--- config.mk ---
export PLATFORM = sky130hd
export DESIGN_NAME = ro_pair_compare_flat
export DESIGN_NICKNAME = d
export VERILOG_FILES = /design/src/rtl/ro_pair_compare_if.sv /design/src/rtl/ro_pair_compare.sv /design/src/flat_wrapper.sv
export SDC_FILE = /design/constraint.sdc
export NUM_CORES = 1
export LEC_CHECK = 0
export CAP_MARGIN = 20
export CORE_UTILIZATION = 54
export CTS_CLUSTER_DIAMETER = 150
export DETAILED_ROUTE_END_ITERATION = 12
export PLACE_DENSITY = 0.89
export SLEW_MARGIN = 20
export SYNTH_ARGS = -nofsm -noshare
export SYNTH_HDL_FRONTEND = slang
export SYNTH_SLANG_ARGS = --single-unit
--- constraint.sdc ---
create_clock -name clk -period 5.93 [get_ports clk]
set_input_delay 0.593 -clock clk [delete_from_list [all_inputs] [get_ports clk]]
set_output_delay 0.593 -clock clk [all_outputs]
set_load 0.03 [all_outputs]
--- src/rtl/ro_pair_compare_if.sv ---
// Request/response bus between a challenge issuer and the ring-oscillator pair comparator.
// Latency: none (wiring only); the comparator answers SETTLE+WINDOW+2 cycles after start.
// Backpressure: none; the issuer watches busy, and starts issued while busy are dropped.
interface ro_pair_compare_if #(
    parameter int CNT_W = 16
);
    logic             start;
    logic [3:0]       challenge_a;
    logic [3:0]       challenge_b;
    logic             busy;
    logic             resp_valid;
    logic             resp;
    logic             tie;
    logic [CNT_W-1:0] count_a;
    logic [CNT_W-1:0] count_b;

    // Issuer side: drives the challenge and receives the response.
    modport master (
        output start, challenge_a, challenge_b,
        input  busy, resp_valid, resp, tie, count_a, count_b
    );

    // Comparator side.
    modport slave (
        input  start, challenge_a, challenge_b,
        output busy, resp_valid, resp, tie, count_a, count_b
    );
endinterface

--- src/rtl/ro_pair_compare.sv ---
// Ring-oscillator pair comparator: counts ro_a/ro_b rising edges over a fixed window and compares them.
// Latency: a response pulse arrives SETTLE_CYCLES + WINDOW_CYCLES + 2 cycles after an accepted start.
// Backpressure: none; a start is taken only in IDLE, and starts while busy are ignored.
module ro_pair_compare #(
    parameter int WINDOW_CYCLES = 4096,
    parameter int SETTLE_CYCLES = 16,
    parameter int CNT_W         = 16
) (
    input  logic             clk,
    input  logic             rst_n,
    input  logic             ro_a,
    input  logic             ro_b,
    output logic [3:0]       sel_a,
    output logic [3:0]       sel_b,
    output logic             ro_en,
    ro_pair_compare_if.slave bus
);

    // One down-counter times both the settle and the count phases; it only has
    // to hold the larger reload value (length minus one).
    localparam int TMR_MAX = (WINDOW_CYCLES > SETTLE_CYCLES) ? WINDOW_CYCLES : SETTLE_CYCLES;
    localparam int TMR_W   = (TMR_MAX > 2) ? $clog2(TMR_MAX) : 1;

    localparam logic [TMR_W-1:0] SETTLE_LOAD = TMR_W'(SETTLE_CYCLES - 1);
    localparam logic [TMR_W-1:0] WINDOW_LOAD = TMR_W'(WINDOW_CYCLES - 1);

    localparam logic [2:0] S_IDLE    = 3'd0;
    localparam logic [2:0] S_SETTLE  = 3'd1;
    localparam logic [2:0] S_COUNT   = 3'd2;
    localparam logic [2:0] S_COMPARE = 3'd3;
    localparam logic [2:0] S_DONE    = 3'd4;

    logic [2:0]       state;
    logic [2:0]       state_nxt;
    logic [TMR_W-1:0] timer;
    logic [TMR_W-1:0] timer_nxt;
    logic             accept;
    logic             timer_zero;

    // Synchronizer (s1, s2) and edge-history (s3) flops per oscillator.
    logic a_s1, a_s2, a_s3;
    logic b_s1, b_s2, b_s3;
    // Number of window cycles whose samples have reached the edge-history flop (saturates at 3).
    logic [1:0] fill;
    logic       edge_a;
    logic       edge_b;

    logic [CNT_W-1:0] cnt_a;
    logic [CNT_W-1:0] cnt_b;

    assign accept     = (state == S_IDLE) && bus.start;
    assign timer_zero = (timer == '0);

    // Phase sequencing: IDLE -> SETTLE -> COUNT -> COMPARE -> DONE -> IDLE.
    always_comb begin
        state_nxt = state;
        timer_nxt = timer;
        case (state)
            S_IDLE: begin
                if (bus.start) begin
                    state_nxt = S_SETTLE;
                    timer_nxt = SETTLE_LOAD;
                end
            end
            S_SETTLE: begin
                if (timer_zero) begin
                    state_nxt = S_COUNT;
                    timer_nxt = WINDOW_LOAD;
                end else begin
                    timer_nxt = timer - 1'b1;
                end
            end
            S_COUNT: begin
                if (timer_zero) begin
                    state_nxt = S_COMPARE;
                end else begin
                    timer_nxt = timer - 1'b1;
                end
            end
            S_COMPARE: state_nxt = S_DONE;
            S_DONE:    state_nxt = S_IDLE;
            default:   state_nxt = S_IDLE;
        endcase
    end

    // State and phase timer registers.
    always_ff @(posedge clk or negedge rst_n) begin
        if (!rst_n) begin
            state <= S_IDLE;
            timer <= '0;
        end else begin
            state <= state_nxt;
            timer <= timer_nxt;
        end
    end

    // Mux selects are captured once per evaluation and frozen until the next accepted start.
    always_ff @(posedge clk or negedge rst_n) begin
        if (!rst_n) begin
            sel_a <= 4'd0;
            sel_b <= 4'd0;
        end else if (accept) begin
            sel_a <= bus.challenge_a;
            sel_b <= bus.challenge_b;
        end
    end

    // Synchronizers run only during COUNT and sit at zero otherwise, so they are
    // cleared on every entry to COUNT and carry nothing over from SETTLE.
    always_ff @(posedge clk or negedge rst_n) begin
        if (!rst_n) begin
            a_s1 <= 1'b0;
            a_s2 <= 1'b0;
            a_s3 <= 1'b0;
            b_s1 <= 1'b0;
            b_s2 <= 1'b0;
            b_s3 <= 1'b0;
            fill <= 2'd0;
        end else if (state != S_COUNT) begin
            a_s1 <= 1'b0;
            a_s2 <= 1'b0;
            a_s3 <= 1'b0;
            b_s1 <= 1'b0;
            b_s2 <= 1'b0;
            b_s3 <= 1'b0;
            fill <= 2'd0;
        end else begin
            a_s1 <= ro_a;
            a_s2 <= a_s1;
            a_s3 <= a_s2;
            b_s1 <= ro_b;
            b_s2 <= b_s1;
            b_s3 <= b_s2;
            if (fill != 2'd3) begin
                fill <= fill + 2'd1;
            end
        end
    end

    // The cleared flops would look like a 0->1 step when the oscillator is already
    // high, so detection waits until s2 and s3 both hold real window samples.
    assign edge_a = (state == S_COUNT) && (fill == 2'd3) && a_s2 && !a_s3;
    assign edge_b = (state == S_COUNT) && (fill == 2'd3) && b_s2 && !b_s3;

    // Edge counters: cleared on accept, saturate at all-ones instead of wrapping.
    always_ff @(posedge clk or negedge rst_n) begin
        if (!rst_n) begin
            cnt_a <= '0;
            cnt_b <= '0;
        end else if (accept) begin
            cnt_a <= '0;
            cnt_b <= '0;
        end else begin
            if (edge_a && (cnt_a != '1)) begin
                cnt_a <= cnt_a + 1'b1;
            end
            if (edge_b && (cnt_b != '1)) begin
                cnt_b <= cnt_b + 1'b1;
            end
        end
    end

    // Results update only in COMPARE and hold across the following idle time.
    always_ff @(posedge clk or negedge rst_n) begin
        if (!rst_n) begin
            bus.count_a <= '0;
            bus.count_b <= '0;
            bus.resp    <= 1'b0;
            bus.tie     <= 1'b0;
        end else if (state == S_COMPARE) begin
            bus.count_a <= cnt_a;
            bus.count_b <= cnt_b;
            bus.resp    <= (cnt_a > cnt_b);
            bus.tie     <= (cnt_a == cnt_b);
        end
    end

    assign ro_en          = (state == S_SETTLE) || (state == S_COUNT);
    assign bus.busy       = (state != S_IDLE);
    assign bus.resp_valid = (state == S_DONE);

endmodule

--- src/flat_wrapper.sv ---
// flat-port wrapper written by rule: the top's interface ports become plain ports
module ro_pair_compare_flat 
#(
    parameter int WINDOW_CYCLES = 4096,
    parameter int SETTLE_CYCLES = 16,
    parameter int CNT_W         = 16
)
  (clk, rst_n, ro_a, ro_b, sel_a, sel_b, ro_en, bus_start, bus_challenge_a, bus_challenge_b, bus_busy, bus_resp_valid, bus_resp, bus_tie, bus_count_a, bus_count_b);
  ro_pair_compare_if #(.CNT_W(CNT_W)) bus_i ();
  input  logic clk;
  input  logic rst_n;
  input  logic ro_a;
  input  logic ro_b;
  output logic [3:0] sel_a;
  output logic [3:0] sel_b;
  output logic ro_en;
  input wire logic [$bits(bus_i.start)-1:0] bus_start;
  input wire logic [$bits(bus_i.challenge_a)-1:0] bus_challenge_a;
  input wire logic [$bits(bus_i.challenge_b)-1:0] bus_challenge_b;
  output wire logic [$bits(bus_i.busy)-1:0] bus_busy;
  output wire logic [$bits(bus_i.resp_valid)-1:0] bus_resp_valid;
  output wire logic [$bits(bus_i.resp)-1:0] bus_resp;
  output wire logic [$bits(bus_i.tie)-1:0] bus_tie;
  output wire logic [$bits(bus_i.count_a)-1:0] bus_count_a;
  output wire logic [$bits(bus_i.count_b)-1:0] bus_count_b;
  assign bus_i.start = bus_start;
  assign bus_i.challenge_a = bus_challenge_a;
  assign bus_i.challenge_b = bus_challenge_b;
  assign bus_busy = bus_i.busy;
  assign bus_resp_valid = bus_i.resp_valid;
  assign bus_resp = bus_i.resp;
  assign bus_tie = bus_i.tie;
  assign bus_count_a = bus_i.count_a;
  assign bus_count_b = bus_i.count_b;
  ro_pair_compare #(.WINDOW_CYCLES(WINDOW_CYCLES), .SETTLE_CYCLES(SETTLE_CYCLES), .CNT_W(CNT_W)) u_core (.clk(clk), .rst_n(rst_n), .ro_a(ro_a), .ro_b(ro_b), .sel_a(sel_a), .sel_b(sel_b), .ro_en(ro_en), .bus(bus_i));
endmodule
# ---- Yosys cells after proc, flatten, opt, wreduce, memory -nomap -nowiden
# Cells that the tools add are included.
dict set report classes {
  bitwise 0
  shifts 0
  eq_ne 14
  n_div 0
  n_mux 20
  add_sub_neg 4
  reduce_logical 20
  n_lt_le_gt_ge 1
  mul 0
}
# op n
set op_table {}
lappend op_table {{$mux 16} 4}
lappend op_table {{$mux 12} 3}
lappend op_table {{$pmux 12 s3} 1}
lappend op_table {{$add 16x1->16 const B} 2}
lappend op_table {{$ne 16x16->1 const B} 2}
lappend op_table {{$eq 16x16->1} 1}
lappend op_table {{$gt 16x16->1} 1}
lappend op_table {{$logic_not 12->1} 1}
lappend op_table {{$pmux 3 s4} 1}
lappend op_table {{$sub 12x1->12 const B} 1}
lappend op_table {{$mux 3} 3}
lappend op_table {{$logic_and 1x1->1} 8}
lappend op_table {{$eq 3x2->1 const B} 2}
lappend op_table {{$mux 1} 6}
lappend op_table {{$ne 2x2->1 const B} 3}
lappend op_table {{$reduce_and 3->1} 2}
lappend op_table {{$reduce_bool 2->1} 3}
lappend op_table {{$reduce_bool 3->1} 2}
lappend op_table {{$mux 2} 2}
lappend op_table {{$ne 2x1->1 const B} 2}
lappend op_table {{$eq 3x1->1 const B} 1}
lappend op_table {{$eq 3x3->1 const B} 1}
lappend op_table {{$logic_not 3->1} 1}
lappend op_table {{$ne 3x2->1 const B} 1}
lappend op_table {{other kinds (4)} 5}
dict set report word_totals {
  output_inout_bits 45
  mem_count 0
  input_bits 13
  latch_bits 0
  romBits 0
  mem_bits_rw 0
  register_bits 97
  word_cells 76
}

# ---- Depth between registers and ports, before layout
dict set report logic_depth {
  word_depth 7
  depth_mapped 7
}

# ---- Least setup slack after synthesis
# No wires, ideal clock.
dict set report synth_path {
  path_type {flip-flop to flip-flop}
  start {reg u_core.timer[6]}
  end {reg u_core.timer[3]}
  required_ns 5.778
  path_buffers 2
  t_arrival_ns 1.947
  period_less_slack_ns 2.099
  setup_time_ns 0.152
  path_stages_with_launch 7
  slack_ns 3.831
  path_cell_list {dfrtp_1 -> or4_1 -> buf_2 -> or4_4 -> clkbuf_1 -> a21oi_1 -> a211oi_1}
}
dict set report synth_via {
  elab_chain_len 3
  elab_cells_between_ends 5
}
# item line_no
set synth_rtl {}
lappend synth_rtl {{start, declared} ro_pair_compare.sv:35} ;# logic [TMR_W-1:0] timer;
lappend synth_rtl {{start signal, assigned} ro_pair_compare.sv:93} ;# timer <= timer_nxt;
lappend synth_rtl {{$logic_not 12->1 (*)} ro_pair_compare.sv:52} ;# assign timer_zero = (timer == '0);
lappend synth_rtl {{$mux 12 / $ne 2x2->1 (equally long branches)} -}
lappend synth_rtl {{$pmux 12 s3 / $reduce_and 3->1 (equally long branches)} -}
# Every way passes the cells marked *; elsewhere a longest branch is shown, timed or not.
# A chain may end at the register's enable or synchronous reset.

# ---- Final worst setup path
dict set report layout_path {
  start {reg u_core.state[0]}
  end {out ro_en}
}
dict set report layout_via {
  elab_chain_len 2
  elab_cells_between_ends 3
}
# item line_no
set layout_rtl {}
lappend layout_rtl {{start, declared} ro_pair_compare.sv:33} ;# logic [2:0] state;
lappend layout_rtl {{start signal, assigned} ro_pair_compare.sv:92} ;# state <= state_nxt;
lappend layout_rtl {{$eq 3x1->1 / $eq 3x2->1 (equally long branches)} ro_pair_compare.sv:178} ;# assign ro_en = (state == S_SETTLE) || (state == S_COUNT);
lappend layout_rtl {{$logic_or 1x1->1 (*)} ro_pair_compare.sv:178}
lappend layout_rtl {{end, declared} flat_wrapper.sv:16} ;# output logic ro_en;
# Marked as above.

==> results.md <==
- Outcome: finished with violations
- Failing checks: design-rule violations
- #FFs+latches synth: 97
- GRT Total Usage: 25.4%
- Most numerous cell in the Yosys netlist: nand2_1
- WHS: 148 ps
- Startpoint types: flop
- Critical-path cell list: nand2b_1 > a21o_1 > inv_1 > clkdlybuf4s50_1
- Clk buf depth: 2
- Area after DPL: 0.00565 sq mm
- Ys async rst share: 100%
- Critical path class: reg2out
- Slowest stage delay, CP: 670 ps
- First-pass GRT wire length: 19600 microns
- Syn nets: 579
- Final Wtd Congestion: 0.884
- Slew headroom: 42.5%
- CTS root buffer: clkbuf_8
- Avg Vias per Cell: 6.20
- Core area: 0.00885 sq mm
- CTS tree: yes
- Synthesized area: 0.00498 sq mm
- Die ar.: 0.00962 sq mm
- Maximum number of pins on one net before global-route repair: 67
- Post-CTS Resized: 0
- Port buffer count: 57
- Slew Viols, Final: 0
- Hpwl dp: 8110 microns
- Pwr dens: 388 mW/mm^2
- Antenna Nets Post-Route: 0
- Vias in the first global route: 4246
- Seq/Total Area, Yosys: 48.7%
- EDFF count, synth: 0
- Layout Skew: 8.70 ps
- Via count: 4394
- Syn Area/Cell: 9.14 sq um
- Setup crit end kind: output port
- Slowest CP cell: clkdlybuf4s50_1
- Pre-antenna DRT Iters: 11
- Fin nets: 630
- Maximum fanout along the worst path: 13
- Total Wirelength: 11500 microns
- H-tree depth: 3
- Fraction of layout cells with a size suffix above 1: 5.49%
- Die X: 98.1 microns
- Worst Tran Pin Value: 862 ps
- CP Data Required Time: 5340 ps
- Final Hold Fails: 0
- Worst Setup SP: u_core.state[0]$_DFFE_PN0P_
- Post-CTS Setup Bufs: 0
- Leakage power: 2.57 nW
- DRT iter0 DRCs: 345
- Register clock-pin slew on the reported worst setup and hold paths: 90 ps
- Fin cells: 709
- Share of the synthesized area in the top cell type: 48.7%
- Ports: 58
- Reg-to-reg startpoint: u_core.state[0]$_DFFE_PN0P_
- Minimum clock period: 2760 ps
- Clock sinks: 97
- FP Rows: 34
- Post-Synthesis Cells: 545
- Commonest cells post-synth: nand2_1 (105), dfrtp_1 (97), a21oi_1 (43)
- Synth unique cells: 47
- Synth top area cells: dfrtp_1 (49%), nand2_1 (7.9%), ha_1 (5.3%), a21oi_1 (4.3%), o21ai_0 (2.8%)
- RSZ-0062 raised after global routing: no
- Area growth from synthesis to layout: 16.8%
- Dominant synthesized flop cell: dfrtp_1
- Final setup viols: 0
- Clock latency on the worst-skew pair: 360 ps
- Remaining DRCs: 7
- Post-Place Cells: 693
- Critical Path AT: 2160 ps
- RR Endpoint: u_core.cnt_b[15]$_DFFE_PN0P_
- Max Cap Viol: 0
- Cell area after layout: 0.00582 sq mm
- # diodes: 0
- Reg2reg setup slack: 3470 ps
- Die H: 98.1 microns
- DR WL/cell: 16.3 microns
- TNS Setup: 0 ps
- Hold_buf cts: 0
- Critical Path End: ro_en
- Cell count of the worst reg-to-reg path: 5
- GRT Residual Overflow: 0
- Initial Util: 56.3%
- Number of CTS-inserted buffers: 9
- Hold crit path type: in2async
- Post-synth top area cell: dfrtp_1
- Max Fclk: 0.363 GHz
- Fin crit share: 46.5%
- Antenna violations before repair: 0
- VDD IR max: 0.266 mV
- Synth warn: 0
## sequential cells by signal, summed over array words and instances, names as in the netlist, 2 cells and up
name	count
u_core.sel_a	4
u_core.bus.count_b	16
u_core.state	3
u_core.sel_b	4
u_core.cnt_b	16
u_core.timer	12
u_core.fill	2
u_core.cnt_a	16
u_core.bus.count_a	16
## layer usage
layer	vias up	GRT usage (%)	wire length [microns]
li1	2066	-	-
met5	-	0	0
met3	32	5.51	802
met2	176	42.1	5440
met1	2120	33.0	5030
met4	0	9.21	267
## logic make-up after synthesis
| kind of cell | count (synthesis) | synth area share [%] |
|---|---|---|
| and+or+nand+nor | 243 | 24.9 |
| AOI/OAI and AO/OA | 119 | 14.9 |
| DFF | 97 | 48.7 |
| buffers and inverters | 55 | 4.19 |
| adders and majority gates | 21 | 5.27 |
| muxes | 9 | 1.91 |
| xor gates and xnor gates | 1 | 0.176 |
## per-stage QoR
stage | power (mW) | setup WS, ps | utilization (%)
2_1_floorplan | 1.54 | 3830 | -
3_3_place_gp | 1.80 | 3390 | 63.8
3_5_place_dp | 1.86 | 3330 | 63.8
4_1_cts | 2.25 | 3160 | 65.8
5_1_grt | 2.40 | 3060 | 65.8
6_report | 2.26 | 3170 | 65.8
## cells in the final DEF, fill, tap and decap left out, drive strengths merged, types with 10 or more instances in the layout
| cell type | synthesis | layout |
|---|---|---|
| o21ai | 28 | 28 |
| clkbuf | 22 | 12 |
| nor3 | 11 | 11 |
| nand3 | 20 | 20 |
| dfrtp | 97 | 97 |
| and2 | 10 | 10 |
| ha | 21 | 21 |
| o211ai | 11 | 11 |
| nand4 | 14 | 14 |
| or4 | 19 | 19 |
| o31ai | 11 | 11 |
| inv | 30 | 31 |
| nand2 | 105 | 105 |
| nor4 | 12 | 12 |
| nor2 | 17 | 17 |
| clkdlybuf4s50 | 0 | 56 |
| a21oi | 43 | 43 |
## power breakdown
part	switching, mW	internal, mW	total [mW]
clock	0.232	0.165	0.397
combinational	0.462	0.348	0.810
sequential	0.217	0.832	1.05
total	0.911	1.34	2.26
## cell type report
class | count | area (sq um)
Timing Repair Buffer | 64 | 621
Inverter | 31 | 116
Clock inverter | 4 | 26.3
Multi-Input combinational cell | 393 | 2350
Tap cell | 108 | 135
Fill cell | 695 | 3030
Sequential cell | 97 | 2430
Clock buffer | 12 | 145
## critical path: cells and delay by family (launching register included)
family          cells  cell delay [ps]
buf+inv             2              770
compound gates      1              310
flops               1              510
simple gates        1              220
## worst min-delay path by stage
stage,from,endpoint,cells after the start
finish,rst_n,u_core.bus.count_b[12]$_DFFE_PN0P_,1
global placement,u_core.b_s1$_DFF_PN0_,u_core.b_s2$_DFF_PN0_,1
CTS,rst_n,u_core.bus.count_b[12]$_DFFE_PN0P_,1
detailed placement,u_core.b_s1$_DFF_PN0_,u_core.b_s2$_DFF_PN0_,1
floorplan,rst_n,u_core.a_s1$_DFF_PN0_,0
global route,rst_n,u_core.bus.count_b[12]$_DFFE_PN0P_,1
Note: power is estimated with default switching activity, not from simulation.
